<file path="src/rtl/axonerve_kvs_ctrl_slave_if.sv">
// AXI4-Lite control-port bundle between the host platform and the KVS kernel control slave.
// Single 32-bit data lane; the address width is a parameter.
interface axonerve_kvs_ctrl_slave_if #(
    parameter int ADDR_W = 12
);
    logic              awvalid;
    logic              awready;
    logic [ADDR_W-1:0] awaddr;
    logic              wvalid;
    logic              wready;
    logic [31:0]       wdata;
    logic [3:0]        wstrb;
    logic              bvalid;
    logic              bready;
    logic [1:0]        bresp;
    logic              arvalid;
    logic              arready;
    logic [ADDR_W-1:0] araddr;
    logic              rvalid;
    logic              rready;
    logic [31:0]       rdata;
    logic [1:0]        rresp;

    modport slave (
        input  awvalid, awaddr, wvalid, wdata, wstrb, bready, arvalid, araddr, rready,
        output awready, wready, bvalid, bresp, arready, rvalid, rdata, rresp
    );

    modport master (
        output awvalid, awaddr, wvalid, wdata, wstrb, bready, arvalid, araddr, rready,
        input  awready, wready, bvalid, bresp, arready, rvalid, rdata, rresp
    );
endinterface

</file>
<file path="src/rtl/axonerve_kvs_ctrl_slave.sv">
// Host control registers for the KVS kernel: ap_start/ap_done/ap_idle handshake, interrupt, scalar args.
// Latency: register write visible 1 cycle after the w handshake; rvalid 1 cycle after the ar handshake.
// Backpressure: each channel holds its response (bvalid/rvalid) until the host accepts it.
module axonerve_kvs_ctrl_slave #(
    parameter int C_S_AXI_ADDR_WIDTH = 12,
    parameter int C_S_AXI_DATA_WIDTH = 32
) (
    input  logic                            ap_clk,
    input  logic                            ap_rst_n,
    axonerve_kvs_ctrl_slave_if.slave        s_axi_control,
    output logic                            interrupt,
    output logic                            ap_start,
    input  logic                            ap_idle,
    input  logic                            ap_done,
    output logic [31:0]                     data_num,
    output logic [63:0]                     axi00_ptr0
);
    localparam logic [1:0] WIDLE = 2'd0;
    localparam logic [1:0] WDATA = 2'd1;
    localparam logic [1:0] WRESP = 2'd2;
    localparam logic [0:0] RIDLE = 1'b0;
    localparam logic [0:0] RDATA = 1'b1;

    localparam logic [5:0] A_CTRL  = 6'h00;
    localparam logic [5:0] A_GIE   = 6'h01;
    localparam logic [5:0] A_IER   = 6'h02;
    localparam logic [5:0] A_ISR   = 6'h03;
    localparam logic [5:0] A_NUM   = 6'h04;
    localparam logic [5:0] A_PTRLO = 6'h06;
    localparam logic [5:0] A_PTRHI = 6'h07;

    logic [1:0]  wstate_q, wstate_d;
    logic [0:0]  rstate_q, rstate_d;
    logic [5:0]  waddr_q, waddr_d;
    logic [C_S_AXI_DATA_WIDTH-1:0] rdata_q, rdata_d;
    logic        ap_start_q, ap_start_d;
    logic        done_q, done_d;
    logic        ready_q, ready_d;
    logic        auto_restart_q, auto_restart_d;
    logic        gie_q, gie_d;
    logic        ier_q, ier_d;
    logic        isr_q, isr_d;
    logic        interrupt_q, interrupt_d;
    logic [31:0] data_num_q, data_num_d;
    logic [63:0] ptr0_q, ptr0_d;

    logic        wr_en;
    logic        rd_en;
    logic [5:0]  raddr;
    logic [31:0] rd_mux;
    logic        unused_addr_bits;

    assign unused_addr_bits = ^{s_axi_control.awaddr[C_S_AXI_ADDR_WIDTH-1:8], s_axi_control.awaddr[1:0],
                                s_axi_control.araddr[C_S_AXI_ADDR_WIDTH-1:8], s_axi_control.araddr[1:0]};

    function automatic logic [31:0] merge(input logic [31:0] old, input logic [31:0] d, input logic [3:0] s);
        logic [31:0] m;
        m = old;
        for (int b = 0; b < 4; b++) begin
            if (s[b]) m[8*b +: 8] = d[8*b +: 8];
        end
        return m;
    endfunction

    assign wr_en = (wstate_q == WDATA) && s_axi_control.wvalid;
    assign rd_en = (rstate_q == RIDLE) && s_axi_control.arvalid;
    assign raddr = s_axi_control.araddr[7:2];

    always_comb begin
        rd_mux = 32'h0;
        case (raddr)
            A_CTRL:  rd_mux = {24'h0, auto_restart_q, 3'b000, ready_q, ap_idle, done_q, ap_start_q};
            A_GIE:   rd_mux = {31'h0, gie_q};
            A_IER:   rd_mux = {31'h0, ier_q};
            A_ISR:   rd_mux = {31'h0, isr_q};
            A_NUM:   rd_mux = data_num_q;
            A_PTRLO: rd_mux = ptr0_q[31:0];
            A_PTRHI: rd_mux = ptr0_q[63:32];
            default: rd_mux = 32'h0;
        endcase
    end

    always_comb begin
        wstate_d = wstate_q;
        waddr_d  = waddr_q;
        case (wstate_q)
            WIDLE: if (s_axi_control.awvalid) begin
                waddr_d  = s_axi_control.awaddr[7:2];
                wstate_d = WDATA;
            end
            WDATA: if (s_axi_control.wvalid) wstate_d = WRESP;
            WRESP: if (s_axi_control.bready) wstate_d = WIDLE;
            default: wstate_d = WIDLE;
        endcase
    end

    always_comb begin
        rstate_d = rstate_q;
        rdata_d  = rdata_q;
        case (rstate_q)
            RIDLE: if (s_axi_control.arvalid) begin
                rdata_d  = rd_mux;
                rstate_d = RDATA;
            end
            RDATA: if (s_axi_control.rready) rstate_d = RIDLE;
            default: rstate_d = RIDLE;
        endcase
    end

    // Register file; status sets take priority over same-cycle clears and toggles.
    always_comb begin
        ap_start_d     = ap_start_q;
        done_d         = done_q;
        ready_d        = ready_q;
        auto_restart_d = auto_restart_q;
        gie_d          = gie_q;
        ier_d          = ier_q;
        isr_d          = isr_q;
        data_num_d     = data_num_q;
        ptr0_d         = ptr0_q;

        if (ap_done && !auto_restart_q) ap_start_d = 1'b0;
        if (rd_en && raddr == A_CTRL) begin
            done_d  = 1'b0;
            ready_d = 1'b0;
        end
        if (ap_done) begin
            done_d  = 1'b1;
            ready_d = 1'b1;
        end

        if (wr_en) begin
            case (waddr_q)
                A_CTRL: if (s_axi_control.wstrb[0]) begin
                    if (s_axi_control.wdata[0]) ap_start_d = 1'b1;
                    auto_restart_d = s_axi_control.wdata[7];
                end
                A_GIE:   if (s_axi_control.wstrb[0]) gie_d = s_axi_control.wdata[0];
                A_IER:   if (s_axi_control.wstrb[0]) ier_d = s_axi_control.wdata[0];
                A_ISR:   if (s_axi_control.wstrb[0] && s_axi_control.wdata[0]) isr_d = ~isr_q;
                A_NUM:   data_num_d = merge(data_num_q, s_axi_control.wdata, s_axi_control.wstrb);
                A_PTRLO: ptr0_d[31:0] = merge(ptr0_q[31:0], s_axi_control.wdata, s_axi_control.wstrb);
                A_PTRHI: ptr0_d[63:32] = merge(ptr0_q[63:32], s_axi_control.wdata, s_axi_control.wstrb);
                default: ;
            endcase
        end

        if (ap_done && ier_q) isr_d = 1'b1;
        interrupt_d = gie_d & ier_d & isr_d;
    end

    always_ff @(posedge ap_clk or negedge ap_rst_n) begin
        if (!ap_rst_n) begin
            wstate_q       <= WIDLE;
            rstate_q       <= RIDLE;
            waddr_q        <= 6'h0;
            rdata_q        <= '0;
            ap_start_q     <= 1'b0;
            done_q         <= 1'b0;
            ready_q        <= 1'b0;
            auto_restart_q <= 1'b0;
            gie_q          <= 1'b0;
            ier_q          <= 1'b0;
            isr_q          <= 1'b0;
            interrupt_q    <= 1'b0;
            data_num_q     <= 32'h0;
            ptr0_q         <= 64'h0;
        end else begin
            wstate_q       <= wstate_d;
            rstate_q       <= rstate_d;
            waddr_q        <= waddr_d;
            rdata_q        <= rdata_d;
            ap_start_q     <= ap_start_d;
            done_q         <= done_d;
            ready_q        <= ready_d;
            auto_restart_q <= auto_restart_d;
            gie_q          <= gie_d;
            ier_q          <= ier_d;
            isr_q          <= isr_d;
            interrupt_q    <= interrupt_d;
            data_num_q     <= data_num_d;
            ptr0_q         <= ptr0_d;
        end
    end

    assign s_axi_control.awready = (wstate_q == WIDLE);
    assign s_axi_control.wready  = (wstate_q == WDATA);
    assign s_axi_control.bvalid  = (wstate_q == WRESP);
    assign s_axi_control.bresp   = 2'b00;
    assign s_axi_control.arready = (rstate_q == RIDLE);
    assign s_axi_control.rvalid  = (rstate_q == RDATA);
    assign s_axi_control.rdata   = rdata_q;
    assign s_axi_control.rresp   = 2'b00;

    assign interrupt  = interrupt_q;
    assign ap_start   = ap_start_q;
    assign data_num   = data_num_q;
    assign axi00_ptr0 = ptr0_q;
endmodule

</file>
<file path="src/flat_wrapper.sv">
// flat-port wrapper written by rule: the top's interface ports become plain ports
module axonerve_kvs_ctrl_slave_flat 
#(
    parameter int C_S_AXI_ADDR_WIDTH = 12,
    parameter int C_S_AXI_DATA_WIDTH = 32
)
  (ap_clk, ap_rst_n, interrupt, ap_start, ap_idle, ap_done, data_num, axi00_ptr0, s_axi_control_awvalid, s_axi_control_awaddr, s_axi_control_wvalid, s_axi_control_wdata, s_axi_control_wstrb, s_axi_control_bready, s_axi_control_arvalid, s_axi_control_araddr, s_axi_control_rready, s_axi_control_awready, s_axi_control_wready, s_axi_control_bvalid, s_axi_control_bresp, s_axi_control_arready, s_axi_control_rvalid, s_axi_control_rdata, s_axi_control_rresp);
  axonerve_kvs_ctrl_slave_if #(.ADDR_W(12)) s_axi_control_i ();
  input  logic ap_clk;
  input  logic ap_rst_n;
  output logic interrupt;
  output logic ap_start;
  input  logic ap_idle;
  input  logic ap_done;
  output logic [31:0] data_num;
  output logic [63:0] axi00_ptr0;
  input wire logic [$bits(s_axi_control_i.awvalid)-1:0] s_axi_control_awvalid;
  input wire logic [$bits(s_axi_control_i.awaddr)-1:0] s_axi_control_awaddr;
  input wire logic [$bits(s_axi_control_i.wvalid)-1:0] s_axi_control_wvalid;
  input wire logic [$bits(s_axi_control_i.wdata)-1:0] s_axi_control_wdata;
  input wire logic [$bits(s_axi_control_i.wstrb)-1:0] s_axi_control_wstrb;
  input wire logic [$bits(s_axi_control_i.bready)-1:0] s_axi_control_bready;
  input wire logic [$bits(s_axi_control_i.arvalid)-1:0] s_axi_control_arvalid;
  input wire logic [$bits(s_axi_control_i.araddr)-1:0] s_axi_control_araddr;
  input wire logic [$bits(s_axi_control_i.rready)-1:0] s_axi_control_rready;
  output wire logic [$bits(s_axi_control_i.awready)-1:0] s_axi_control_awready;
  output wire logic [$bits(s_axi_control_i.wready)-1:0] s_axi_control_wready;
  output wire logic [$bits(s_axi_control_i.bvalid)-1:0] s_axi_control_bvalid;
  output wire logic [$bits(s_axi_control_i.bresp)-1:0] s_axi_control_bresp;
  output wire logic [$bits(s_axi_control_i.arready)-1:0] s_axi_control_arready;
  output wire logic [$bits(s_axi_control_i.rvalid)-1:0] s_axi_control_rvalid;
  output wire logic [$bits(s_axi_control_i.rdata)-1:0] s_axi_control_rdata;
  output wire logic [$bits(s_axi_control_i.rresp)-1:0] s_axi_control_rresp;
  assign s_axi_control_i.awvalid = s_axi_control_awvalid;
  assign s_axi_control_i.awaddr = s_axi_control_awaddr;
  assign s_axi_control_i.wvalid = s_axi_control_wvalid;
  assign s_axi_control_i.wdata = s_axi_control_wdata;
  assign s_axi_control_i.wstrb = s_axi_control_wstrb;
  assign s_axi_control_i.bready = s_axi_control_bready;
  assign s_axi_control_i.arvalid = s_axi_control_arvalid;
  assign s_axi_control_i.araddr = s_axi_control_araddr;
  assign s_axi_control_i.rready = s_axi_control_rready;
  assign s_axi_control_awready = s_axi_control_i.awready;
  assign s_axi_control_wready = s_axi_control_i.wready;
  assign s_axi_control_bvalid = s_axi_control_i.bvalid;
  assign s_axi_control_bresp = s_axi_control_i.bresp;
  assign s_axi_control_arready = s_axi_control_i.arready;
  assign s_axi_control_rvalid = s_axi_control_i.rvalid;
  assign s_axi_control_rdata = s_axi_control_i.rdata;
  assign s_axi_control_rresp = s_axi_control_i.rresp;
  axonerve_kvs_ctrl_slave #(.C_S_AXI_ADDR_WIDTH(C_S_AXI_ADDR_WIDTH), .C_S_AXI_DATA_WIDTH(C_S_AXI_DATA_WIDTH)) u_core (.ap_clk(ap_clk), .ap_rst_n(ap_rst_n), .s_axi_control(s_axi_control_i), .interrupt(interrupt), .ap_start(ap_start), .ap_idle(ap_idle), .ap_done(ap_done), .data_num(data_num), .axi00_ptr0(axi00_ptr0));
endmodule
</file>
<file path="config.mk">
export PLATFORM = sky130hd
export DESIGN_NAME = axonerve_kvs_ctrl_slave_flat
export DESIGN_NICKNAME = d
export VERILOG_FILES = /design/src/rtl/axonerve_kvs_ctrl_slave_if.sv /design/src/rtl/axonerve_kvs_ctrl_slave.sv /design/src/flat_wrapper.sv
export SDC_FILE = /design/constraint.sdc
export NUM_CORES = 1
export LEC_CHECK = 0
export BUFFER_PORTS_ARGS = -buffer_cell sky130_fd_sc_hd__buf_2
export CORE_ASPECT_RATIO = 0.6
export CORE_MARGIN = 2
export CORE_UTILIZATION = 28
export DETAILED_ROUTE_END_ITERATION = 16
export PLACE_DENSITY_LB_ADDON = 0.3
export SLEW_MARGIN = 15
export SYNTH_ARGS = -nofsm -noshare
export SYNTH_HDL_FRONTEND = slang
export SYNTH_SLANG_ARGS = --single-unit
</file>
<file path="constraint.sdc">
create_clock -name ap_clk -period 1.6 [get_ports ap_clk]
set_input_delay 0.4 -clock ap_clk [delete_from_list [all_inputs] [get_ports ap_clk]]
set_output_delay 0.4 -clock ap_clk [all_outputs]
set_load 0.01 [all_outputs]
</file>
Word level (Yosys, flattened, before mapping)
Index checks and enable logic that the tools add are counted.
- bits of input ports: 69
- word-level logic and storage cells: 96
- output and inout port bits: 139
- register bits: 144
- equality and inequality tests: 17
- mux-type cells: 25
- reduce and logical (&&, ||, !) cells: 27
- bitwise logic cells: 4
- operators by type and width (cell ; count):
    32-bit one-hot mux with 7 select lines ; 1
    3-bit AND reduction ; 14
    6-bit by 3-bit == test with 1-bit output, second input constant ; 6
    6-bit by 2-bit == test with 1-bit output, second input constant ; 4
    1-bit two-way mux ; 19
    6-bit by 1-bit == test with 1-bit output, second input constant ; 2
    6-bit logical NOT ; 2
    1-bit logical AND ; 6
    2-bit two-way mux ; 3
    2-bit inequality test, second input constant ; 3
    2-bit one-hot mux with 3 select lines ; 1
    2-bit AND reduction ; 2
    1-bit AND ; 2
    2-bit by 1-bit == test with 1-bit output, second input constant ; 1
    2-bit == test, second input constant ; 1
    2-bit logical NOT ; 1
    1-bit inverter ; 2
    1-bit one-hot mux with 2 select lines ; 1
    2-bit nonzero test ; 1
    1-bit logical NOT ; 1

Logic depth before layout (Yosys ltp)
Gate-level depths: netlist (run 1).
- word-level depth: 7
- mapped depth: 7
- mapped depth without buffers: 4

Least setup slack after synthesis (run 1)
No wires, ideal clock.
- path type: reg2reg
- start: register u_core.waddr_q[3]
- end: register u_core.ptr0_q[56], in the netlist u_core.axi00_ptr0[56]
- slack: -0.081 ns
- buffers on the path: 0
- library setup time: 0.125 ns
- stages on the path, launching flop included: 5
- clock period less this slack: 1.681 ns
- arrival: 1.556 ns
- required time: 1.475 ns
- cells stage by stage: dfrtp_1 nor4b_4 nand3_2 nor2_2 mux2_2
- word-level cells in the longest chain between the ends: 2
- RTL lines (item ; RTL line ; RTL):
    start: declaration ; axonerve_kvs_ctrl_slave.sv:34 ; logic [5:0] waddr_q, waddr_d;
    start signal: assignment ; axonerve_kvs_ctrl_slave.sv:171 ; waddr_q <= waddr_d;
    6-bit by 3-bit == test with 1-bit output ; axonerve_kvs_ctrl_slave.sv:133 ; case (waddr_q)
    3-bit AND reduction (no source line) ; -- ;
    end signal: assignment ; axonerve_kvs_ctrl_slave.sv:182 ; ptr0_q <= ptr0_d;
    end: declaration ; axonerve_kvs_ctrl_slave.sv:45 ; logic [63:0] ptr0_q, ptr0_d;
No other way between the ends.
A chain may end at the register's enable or synchronous reset.

Final worst setup path (run 1)
- start: register u_core.waddr_q[4]
- end: register u_core.ptr0_q[46], in the netlist u_core.axi00_ptr0[46]
The elaborated chain is that of the path after synthesis.

==> results by group, run 1 <==
Timing
  – Setup Viol. Count Final: 101
  – Final worst slack: -150 ps
  – Tcrit/Tclk final: 109%
  – Setup Skew: 7.83 ps
  – Peak Freq: 0.572 GHz
  – Period minus WS final: 1750 ps
  – Fin. Hold Viols: 0
  – RSZ-0062 raised after global routing: true
  – Slew Limit Fails: 0

Global routing
  – GR Overflow Total: 0
  – First-pass GRT wire length: 29600 µm
  – GRT Overall Usage: 16.8%
  – Largest net degree at the start of global routing: 40
  – Number of antenna violations at the first check in global routing: 0
  – Vias in the first global route: 4922

Floorplan
  – Die height: 120 µm
  – Row count: 42
  – Die width: 197 µm
  – Core area: 22000 µm²
  – Starting Density: 28.5%
  – Die area: 23700 µm²
  – Num ports: 208

Synthesis
  – Syn avg cell area: 13.3 µm²
  – Compound-gate portion of the synthesized area: 8.57%
  – Register area share after synthesis: 57.4%
  – Fraction of the mapped netlist area in adder cells: 0%
  – Yosys top cell area share: 57.4%
  – Post-synth top flop: dfrtp_1
  – Ys Warns: 0
  – Top cells by area, synth: dfrtp_1 57%, mux2_2 18%, mux2i_1 4.8%, a22o_1 4.2%, nand2_1 2.5%
  – Area leader, netlist: dfrtp_1
  – Ys async rst share: 100%
  – Mux share of post-synthesis cell area: 24.0%
  – Post-Synth XOR/XNOR Area: 0.139%
  – Main combinational cell family by area after synthesis: multiplexers
  – Yosys cell types: 43
  – Cell Area, Synth: 6280 µm²
  – Post-synth EDFFs: 0
  – Flops & latches, synth: 144
  – Simple-Gate Fraction of Synth Area: 7.69%
  – Synth Instances: 473

Critical path
  – Max FO, Critical Path: 8
  – Critical path's slowest cell: dfrtp_1
  – Worst R2R Start: u_core.waddr_q[4]
  – Critical Path RT: 1900 ps
  – Setup CP Type: flip-flop to flip-flop
  – CP peak stage delay: 400 ps
  – Top delay family on crit path: simple AND/OR/NAND/NOR gates
  – Critical path buffers and inverters: 2
  – Cell Chain, Critical Path: nor4b_4, buf_4, nand3_4, nor2_4, buf_12, mux2_4
  – Crit path from: u_core.waddr_q[4]
  – Worst path arrival time: 2050 ps
  – Critical path startpoint category: flip-flop
  – Crit. End Element: flip-flop

CTS
  – TritonCTS clock tree: yes
  – Worst-skew pair later-pin latency: 420 ps
  – Clk sinks: 144
  – Worst-path clk slew: 60 ps
  – Clock Path Buffers: 2
  – CTS buffer count: 17
  – Root Driver: clkbuf_16
  – # H-tree levels: 4

Pwr
  – Maximum vdd ir drop: 687 µV
  – PD cells: 1310 nW/µm²
  – Pleak: 4.76 nW

Place
  – HPWL Detailed: 13500 µm
  – Worst slack, placed: -208 ps
  – I/O Buffers: 191
  – Final Wtd Congestion: 0.752
  – DP Cell Count: 982

Detailed routing
  – DRT antenna net count: 0
  – Residual DRC count: 0
  – DR vias: 4822
  – Drt pass-1 iters: 6
  – 1st-iter DRT viols: 197
  – Post-Route WL: 19400 µm
  – Via-per-instance ratio: 4.73
  – WL per Instance: 19.0 µm

Hold path
  – Worst min-delay path startpoint: s_axi_control_rready
  – Min-Delay Path Class: input pin to flip-flop

Job
  – Max cap viols: 0

Finish
  – Share of cells above drive strength 1: 57.2%
  – Post-Layout Cell Count: 1020
  – Inserted Diodes: 0
  – Fin nets: 790
  – Utilization after layout: 41.6%
  – Area Growth Syn to Fin: 45.9%

Run status
  – Failing checks: setup timing
  – Status: finished with violations
-- metrics by stage --
stage,hold slack (ps),cell area [µm²],power [mW],TNS (ps)
after floorplan,104,6440,6.18,-3450
after global placement,338,8240,7.55,-15600
after detailed placement,340,8240,7.58,-16160
after CTS,140,9090,12.1,-10670
after global routing,147,9160,12.6,-15820
final,169,9160,12.0,-8270
-- per-layer routing --
| layer | share of wire [%] | vias to the layer above | global-route usage (%) |
|---|---|---|---|
| met3 | 8.7 | 12 | 5.68 |
| met2 | 41 | 179 | 24.0 |
| met1 | 49 | 2416 | 24.1 |
| met4 | 0.92 | 0 | 4.61 |
| li1 | - | 2215 | - |
| met5 | 0 | - | 0 |
-- registers in the layout (all words and copies together) (netlist names) --
register and flops:
u_core.ap_start 1, u_core.auto_restart_q 1, u_core.axi00_ptr0 64, u_core.data_num 32, u_core.done_q 1, u_core.gie_q 1
u_core.ier_q 1, u_core.interrupt 1, u_core.isr_q 1, u_core.s_axi_control.rdata 32, u_core.s_axi_control.rvalid 1, u_core.waddr_q 6
u_core.wstate_q 2
-- path summary, 6_finish.rpt --
kind | end | slack (ps) | depth (start not counted)
worst max-delay path | u_core.axi00_ptr0[46] | -150 | 6
max in group asynchronous | u_core.axi00_ptr0[34] | 590 | 3
worst max register to register | u_core.axi00_ptr0[46] | -150 | 6
worst min register to register | u_core.s_axi_control.rdata[17] | 500 | 1
worst min-delay path | u_core.s_axi_control.rvalid | 170 | 2
min in group asynchronous | u_core.axi00_ptr0[26] | 470 | 2
-- cells by family (layout without fill, tap and decap cells) --
| family | count (synthesis) | in the layout |
|---|---|---|
| flip-flops | 144 | 144 |
| multiplexers | 136 | 136 |
| AND/OR/NAND/NOR | 85 | 85 |
| AO/OA/AOI/OAI | 76 | 76 |
| buffers and inverters | 30 | 288 |
| other | 1 | 4 |
| XOR/XNOR | 1 | 1 |
-- Yosys cell counts, drive strengths merged, types with 3 or more instances --
cell / count
a21o: 3
a22oi: 3
buf: 13
nor2: 11
a22o: 30
o21ai: 30
inv: 5
nand3: 7
nor2b: 4
mux2: 105
mux2i: 30
dfrtp: 144
clkbuf: 12
nor3: 3
and2: 5
nand2: 41
-- report_power, final --
group | switching [mW] | internal (mW)
combinational | 1.44 | 1.69
sequential | 0.533 | 4.27
clock | 1.63 | 2.46
-- cell type report --
type	instances	area, µm²
timing repair buffer	251	1660
tap	286	358
fill	2089	12900
multi-input combinational	302	2930
inverter	5	18.8
clock buffer	19	433
clock inverter	13	164
sequential	144	3600
-- layout by cell type, fill, tap and decap left out, types with 4 or more instances in the layout --
cell and count:
nand2_1 35, buf_2 187, inv_1 4, nand3_4 5, buf_6 7, clkinvlp_4 5, nand2_2 5, and2_1 4
o21ai_0 30, dfrtp_1 144, mux2_2 45, conb_1 4, a22o_1 30, buf_12 17, clkbuf_16 17, buf_4 39
mux2_4 60, nor2_4 8, mux2i_1 30
-- timing repair --
item                                    CTS  global route
endpoints found under the hold margin    30             0
resized for setup                        57            12
buffers inserted                          1             4
pin swaps                                10             5
endpoints found under the setup margin  104           106
hold buffers                              1             0
Note: power is estimated with default switching activity, not from simulation.
==> inputs of run 2 (changes only) <==
Settings changed: CAP_MARGIN set to 15, SETUP_SLACK_MARGIN set to 0.2.
==> run 2 against run 1 <==
Effect of this change: the run still ends with setup timing left; register-to-register slack worse by 50 ps; core utilization up 3.0 points; sequential share of layout area down 2.6 points; sequential cell count unchanged; global-route usage up 0.80 points; cell count up 6.6%; combinational power up 16%; cell area up 7.2%; sequential power about the same; count of clock-buffer cells in the layout up 2; first-iteration DRC count up 5.1%; critical endpoint is now u_core.axi00_ptr0[57]; largest cell class unchanged; highest routed layer is now met5.
==> results by group, run 2 (same netlist as run 1, synthesis figures left out) <==
Run status
  – Status: finished with violations
  – Failing checks: setup timing

Detailed routing
  – WL per Instance: 18.8 µm (-1.5%)
  – Post-Route WL: 20400 µm (+5.0%)
  – DRT antenna net count: 0 (unchanged)
  – Via-per-instance ratio: 4.66 (-1.4%)
  – Residual DRC count: 0 (unchanged)
  – 1st-iter DRT viols: 207 (+5.1%)
  – Drt pass-1 iters: 4 (-2)
  – DR vias: 5068 (+5.1%)

Floorplan
  – Die area: 23700 µm² (unchanged)
  – Core area: 22000 µm² (unchanged)
  – Starting Density: 28.5% (unchanged)
  – Die width: 197 µm (unchanged)
  – Row count: 42 (unchanged)
  – Die height: 120 µm (unchanged)
  – Num ports: 208 (unchanged)

Place
  – HPWL Detailed: 13900 µm (+2.4%)
  – I/O Buffers: 191 (unchanged)
  – Final Wtd Congestion: 0.769 (+2.3%)

Timing
  – Fin. Hold Viols: 0 (unchanged)
  – Final worst slack: -202 ps (-51.8 ps)
  – Peak Freq: 0.555 GHz (-2.9%)
  – Setup Viol. Count Final: 101 (unchanged)
  – Final hold slack: 159 ps (-10.5 ps)
  – Tcrit/Tclk final: 113% (+3.2 points)
  – TNS Setup: -12310 ps (-4050 ps)
  – RSZ-0062 raised after global routing: true
  – Period minus WS final: 1800 ps (+51.8 ps)
  – Setup Skew: 8.97 ps (+1.14 ps)
  – Max-slew headroom: 67.2%
  – Slew Limit Fails: 0 (unchanged)
  – Slew @ Worst Pin: 488 ps

Finish
  – Inserted Diodes: 0 (unchanged)
  – Max reg flops: 64 (unchanged)
  – Share of cells above drive strength 1: 60.5% (+3.3 points)
  – Fin nets: 858 (+8.6%)
  – Area Growth Syn to Fin: 56.3%
  – Commonest non-fill, non-tap cell in the layout: buf_2
  – Most frequent cells in the layout: 168 x buf_2, 143 x dfrtp_1, 97 x buf_4

Global routing
  – GR Overflow Total: 0 (unchanged)
  – Number of antenna violations at the first check in global routing: 1 (+1)
  – GRT Overall Usage: 17.6% (+0.80 points)
  – Largest net degree at the start of global routing: 51 (+28%)
  – Vias in the first global route: 5110 (+3.8%)
  – First-pass GRT wire length: 30900 µm (+4.6%)

CTS
  – Clk sinks: 144 (unchanged)
  – # H-tree levels: 4 (unchanged)
  – TritonCTS clock tree: yes
  – Root Driver: clkbuf_16
  – CTS buffer count: 17 (unchanged)
  – Clock Path Buffers: 2 (unchanged)
  – Worst-skew pair later-pin latency: 430 ps (about the same)
  – Worst-path clk slew: 60 ps (about the same)

Pwr
  – Pleak: 5.18 nW (+8.9%)
  – Power Total: 12.9 mW (+7.1%)
  – Net switching power: 3.66 mW (+1.7%)
  – Switching Share: 28.5% (-1.5 points)
  – PD cells: 1310 nW/µm² (about the same)
  – Internal power: 9.21 mW (+9.5%)
  – Clock share of power: 34.4% (+0.4 points)
  – Comb pwr share: 28.3% (+2.3 points)
  – Flop pwr share: 37.4% (-2.5 points)
  – Maximum vdd ir drop: 748 µV (+8.8%)

Critical path
  – Max FO, Critical Path: 7 (-1)
  – Crit. End Element: flip-flop
  – Critical Path RT: 1910 ps (about the same)
  – Critical path startpoint category: flip-flop
  – Worst path arrival time: 2110 ps (+60 ps)
  – Setup CP Type: flip-flop to flip-flop

Hold path
  – Min-Delay Path Class: input pin to flip-flop

Job
  – Max cap viols: 0 (unchanged)
[run 2: repair_timing]
item	in CTS	in global routing
resized for setup	51	34
cloned	3	0
hold buffers	1	0
pin swaps	14	16
hold endpoints to repair	19	0
setup endpoints to repair	174	218
buffers inserted	34	45
[run 2: final cells by class]
cell class              count  area [µm²]
inverters                   5        18.8
well taps                 286         358
clock buffers              21         460
fillers                  2048       12200
flip-flops and latches    144        3600
multi-input cells         302        2850
clock inverters            10         184
repair buffers            319        2340
[run 2: routing by layer]
metal  up-vias  share of wire, %  global-route usage, %
met3        13               7.8                   6.04
met4         2              0.70                   4.09
met1      2512                47                   25.0
met2       175                44                   25.8
li1       2366                 -                      -
met5         -             0.054                      0
[run 2: metrics by stage]
stage / utilization (%) / worst slack, ps / cell area, µm² / std cells
floorplan: - / -57.9 / 6490 / 476
global placement: 37.1 / -196 / 8170 / 973
detailed placement: 37.1 / -225 / 8170 / 973
CTS: 42.4 / -239 / 9330 / 1042
global route: 44.6 / -295 / 9820 / 1087
finish: 44.6 / -202 / 9820 / 1087
[run 2: power by group through the flow]
stage | Clock [mW] | Sequential, mW | Combinational, mW
2_1_floorplan | 0 | 5.01 | 1.20
3_3_place_gp | 0 | 4.87 | 2.65
3_5_place_dp | 0 | 4.87 | 2.69
4_1_cts | 4.52 | 4.79 | 3.20
5_1_grt | 4.70 | 4.89 | 3.94
6_report | 4.42 | 4.81 | 3.64
[run 2: worst paths after layout]
path	end	slack [ps]	depth (start not counted)	from
min in group asynchronous	u_core.data_num[30]	400	2	ap_rst_n
worst max register to register	u_core.axi00_ptr0[57]	-200	6	u_core.waddr_q[5]
worst max-delay path	u_core.axi00_ptr0[57]	-200	6	u_core.waddr_q[5]
worst min register to register	u_core.s_axi_control.rdata[9]	500	1	u_core.s_axi_control.rdata[9]
worst min-delay path	u_core.s_axi_control.rvalid	160	2	s_axi_control_rready
max in group asynchronous	u_core.wstate_q[0]	640	3	ap_rst_n
[run 2: critical path, cell delays in order, from the launching register on]
cell     delay, ps
dfrtp_1        400
nor4b_4        310
buf_4          190
nand3_4        140
nor2_4         180
buf_12         150
mux2_4         300
==> inputs of run 3 (changes only) <==
Settings changed: CTS_BUF_LIST set to sky130_fd_sc_hd__clkbuf_16, CTS_CLUSTER_SIZE set to 30.
==> run 3 against run 2 <==
Effect of this change: the run still ends with setup timing left; cell area shrank 0.73%; combinational power shrank 2%; worst setup slack gained 0.86 ps; critical path depth is the same; largest cell class unchanged.
==> results by group, run 3 (same netlist as run 1, synthesis figures left out) <==
Critical path
  – Crit. End Element: flip-flop
  – Setup CP Type: flip-flop to flip-flop
  – Crit path capture: u_core.axi00_ptr0[57]
  – Reg2reg setup slack: -200 ps (about the same)
  – Worst R2R Start: u_core.waddr_q[5]
  – Worst path arrival time: 2100 ps (about the same)
  – Critical path startpoint category: flip-flop
  – RR Endpoint: u_core.axi00_ptr0[57]
  – Crit path from: u_core.waddr_q[5]
  – CP peak stage delay: 410 ps (about the same)
  – Max FO, Critical Path: 7 (unchanged)
  – Critical path's slowest cell: dfrtp_1
  – Cell Chain, Critical Path: nor4b_4, buf_4, nand3_4, nor2_4, buf_12, mux2_4
  – Critical Path RT: 1900 ps (about the same)
  – Reg2Reg Depth: 6 (unchanged)

CTS
  – Worst-path clk slew: 60 ps (about the same)
  – Clock Path Buffers: 2 (unchanged)
  – # H-tree levels: 4 (unchanged)
  – Clk sinks: 144 (unchanged)
  – CTS buffer count: 17 (unchanged)
  – TritonCTS clock tree: yes
  – Worst-skew pair later-pin latency: 420 ps (about the same)
  – Root Driver: clkbuf_16

Timing
  – Peak Freq: 0.555 GHz (about the same)
  – Period minus WS final: 1800 ps (-0.858 ps)
  – Tcrit/Tclk final: 113% (about the same)
  – Slew Limit Fails: 0 (unchanged)
  – Final worst slack: -201 ps (+0.858 ps)
  – Max-slew headroom: 67.1% (-0.080 points)
  – Fin. Hold Viols: 0 (unchanged)
  – Setup Skew: 10.4 ps (+1.46 ps)
  – RSZ-0062 raised after global routing: true
  – Setup Viol. Count Final: 101 (unchanged)
  – TNS Setup: -12140 ps (+172 ps)
  – Slew @ Worst Pin: 489 ps (+1.19 ps)

Run status
  – Status: finished with violations
  – Failing checks: setup timing

Pwr
  – PD cells: 1300 nW/µm² (-0.52%)
  – Clock share of power: 33.9% (-0.5 points)
  – Flop pwr share: 37.9% (+0.5 points)
  – Switching Share: 28.7% (+0.22 points)
  – Maximum vdd ir drop: 735 µV (-1.7%)
  – Power Total: 12.7 mW (-1.2%)
  – Pleak: 5.14 nW (-0.72%)
  – Net switching power: 3.65 mW (-0.47%)
  – Internal power: 9.07 mW (-1.5%)
  – Comb pwr share: 28.2% (about the same)

Job
  – Max cap viols: 0 (unchanged)

Finish
  – Area Growth Syn to Fin: 55.2%
  – Most frequent cells in the layout: 169 x buf_2, 143 x dfrtp_1, 91 x buf_4
  – Share of cells above drive strength 1: 60.0% (-0.55 points)
  – # fillers: 2057 (+0.44%)
  – Inserted Diodes: 0 (unchanged)
  – Design area: 9740 µm² (-0.73%)
  – Commonest non-fill, non-tap cell in the layout: buf_2
  – Fin nets: 852 (-0.70%)
  – Max reg flops: 64 (unchanged)

Global routing
  – Largest net degree at the start of global routing: 51 (unchanged)
  – GR Overflow Total: 0 (unchanged)
  – Vias in the first global route: 5068 (-0.82%)
  – GRT Overall Usage: 17.5% (-0.16 points)
  – First-pass GRT wire length: 30700 µm (-0.76%)
  – Number of antenna violations at the first check in global routing: 1 (unchanged)

Detailed routing
  – DRT antenna net count: 0 (unchanged)
  – Residual DRC count: 0 (unchanged)
  – 1st-iter DRT viols: 196 (-5.3%)
  – Post-Route WL: 20200 µm (-0.82%)
  – Via-per-instance ratio: 4.65 (-0.28%)
  – Drt pass-1 iters: 4 (unchanged)
  – WL per Instance: 18.7 µm (-0.27%)
  – DR vias: 5026 (-0.83%)

Place
  – Worst slack, placed: -225 ps (unchanged)
  – HPWL Detailed: 13900 µm (unchanged)
  – Placed Area: 8170 µm² (unchanged)
  – Final Wtd Congestion: 0.769 (unchanged)
  – I/O Buffers: 191 (unchanged)

Floorplan
  – Die height: 120 µm (unchanged)
  – Starting Density: 28.5% (unchanged)
  – Die width: 197 µm (unchanged)
  – Core area: 22000 µm² (unchanged)
  – Die area: 23700 µm² (unchanged)
  – Row count: 42 (unchanged)
  – Num ports: 208 (unchanged)

Hold path
  – Min-Delay Path Class: input pin to flip-flop
[run 3: timing repair]
item	4_1_cts	5_1_grt
gates cloned	3	0
endpoints found under the setup margin	161	223
resized for setup	49	34
hold buffers	1	0
pin swaps	14	16
endpoints found under the hold margin	19	0
setup buffers	25	48
[run 3: layer usage]
| layer | global-route usage [%] | wire length [µm] |
|---|---|---|
| met1 | 25.0 | 9630 |
| met3 | 6.16 | 1610 |
| met2 | 25.3 | 8860 |
| met5 | 0 | 13 |
| met4 | 3.67 | 115 |
[run 3: critical path, delay by kind of cell (launching register included)]
| kind | cells | cell delay (ps) |
|---|---|---|
| muxes | 1 | 300 |
| buffers and inverters | 2 | 340 |
| DFF | 1 | 410 |
| and+or+nand+nor | 3 | 630 |
[run 3: area by class of cell]
| type | instances | area (µm²) | share of cell area, % |
|---|---|---|---|
| repair buffers | 313 | 2290 | 23.5 |
| inverters | 5 | 18.8 | 0.193 |
| well taps | 286 | 358 | 3.67 |
| flip-flops and latches | 144 | 3600 | 37.0 |
| clock inverters | 14 | 199 | 2.04 |
| multi-input cells | 302 | 2850 | 29.3 |
| clock buffers | 17 | 425 | 4.37 |
[run 3: worst min-delay path by stage]
stage,start,to,depth (start not counted)
finish,s_axi_control_rready,u_core.s_axi_control.rvalid,2
global route,s_axi_control_rready,u_core.s_axi_control.rvalid,2
CTS,s_axi_control_rready,u_core.s_axi_control.rvalid,2
detailed placement,ap_rst_n,u_core.data_num[25],1
global placement,ap_rst_n,u_core.data_num[25],1
floorplan,ap_rst_n,u_core.ap_start,0
[run 3: metrics by stage]
stage,std cells,util [%],hold WS (ps)
after detailed placement,973,37.1,276
after global routing,1081,44.3,137
final,1081,44.3,162
after CTS,1033,41.9,138
after floorplan,476,-,104
after global placement,973,37.1,276
[run 3: power groups by stage]
stage	Clock [mW]	Combinational, mW	Sequential, mW
after floorplan	0	1.20	5.01
after global placement	0	2.65	4.87
after detailed placement	0	2.69	4.87
after CTS	4.41	3.12	4.81
after global routing	4.61	3.88	4.90
final	4.31	3.58	4.82
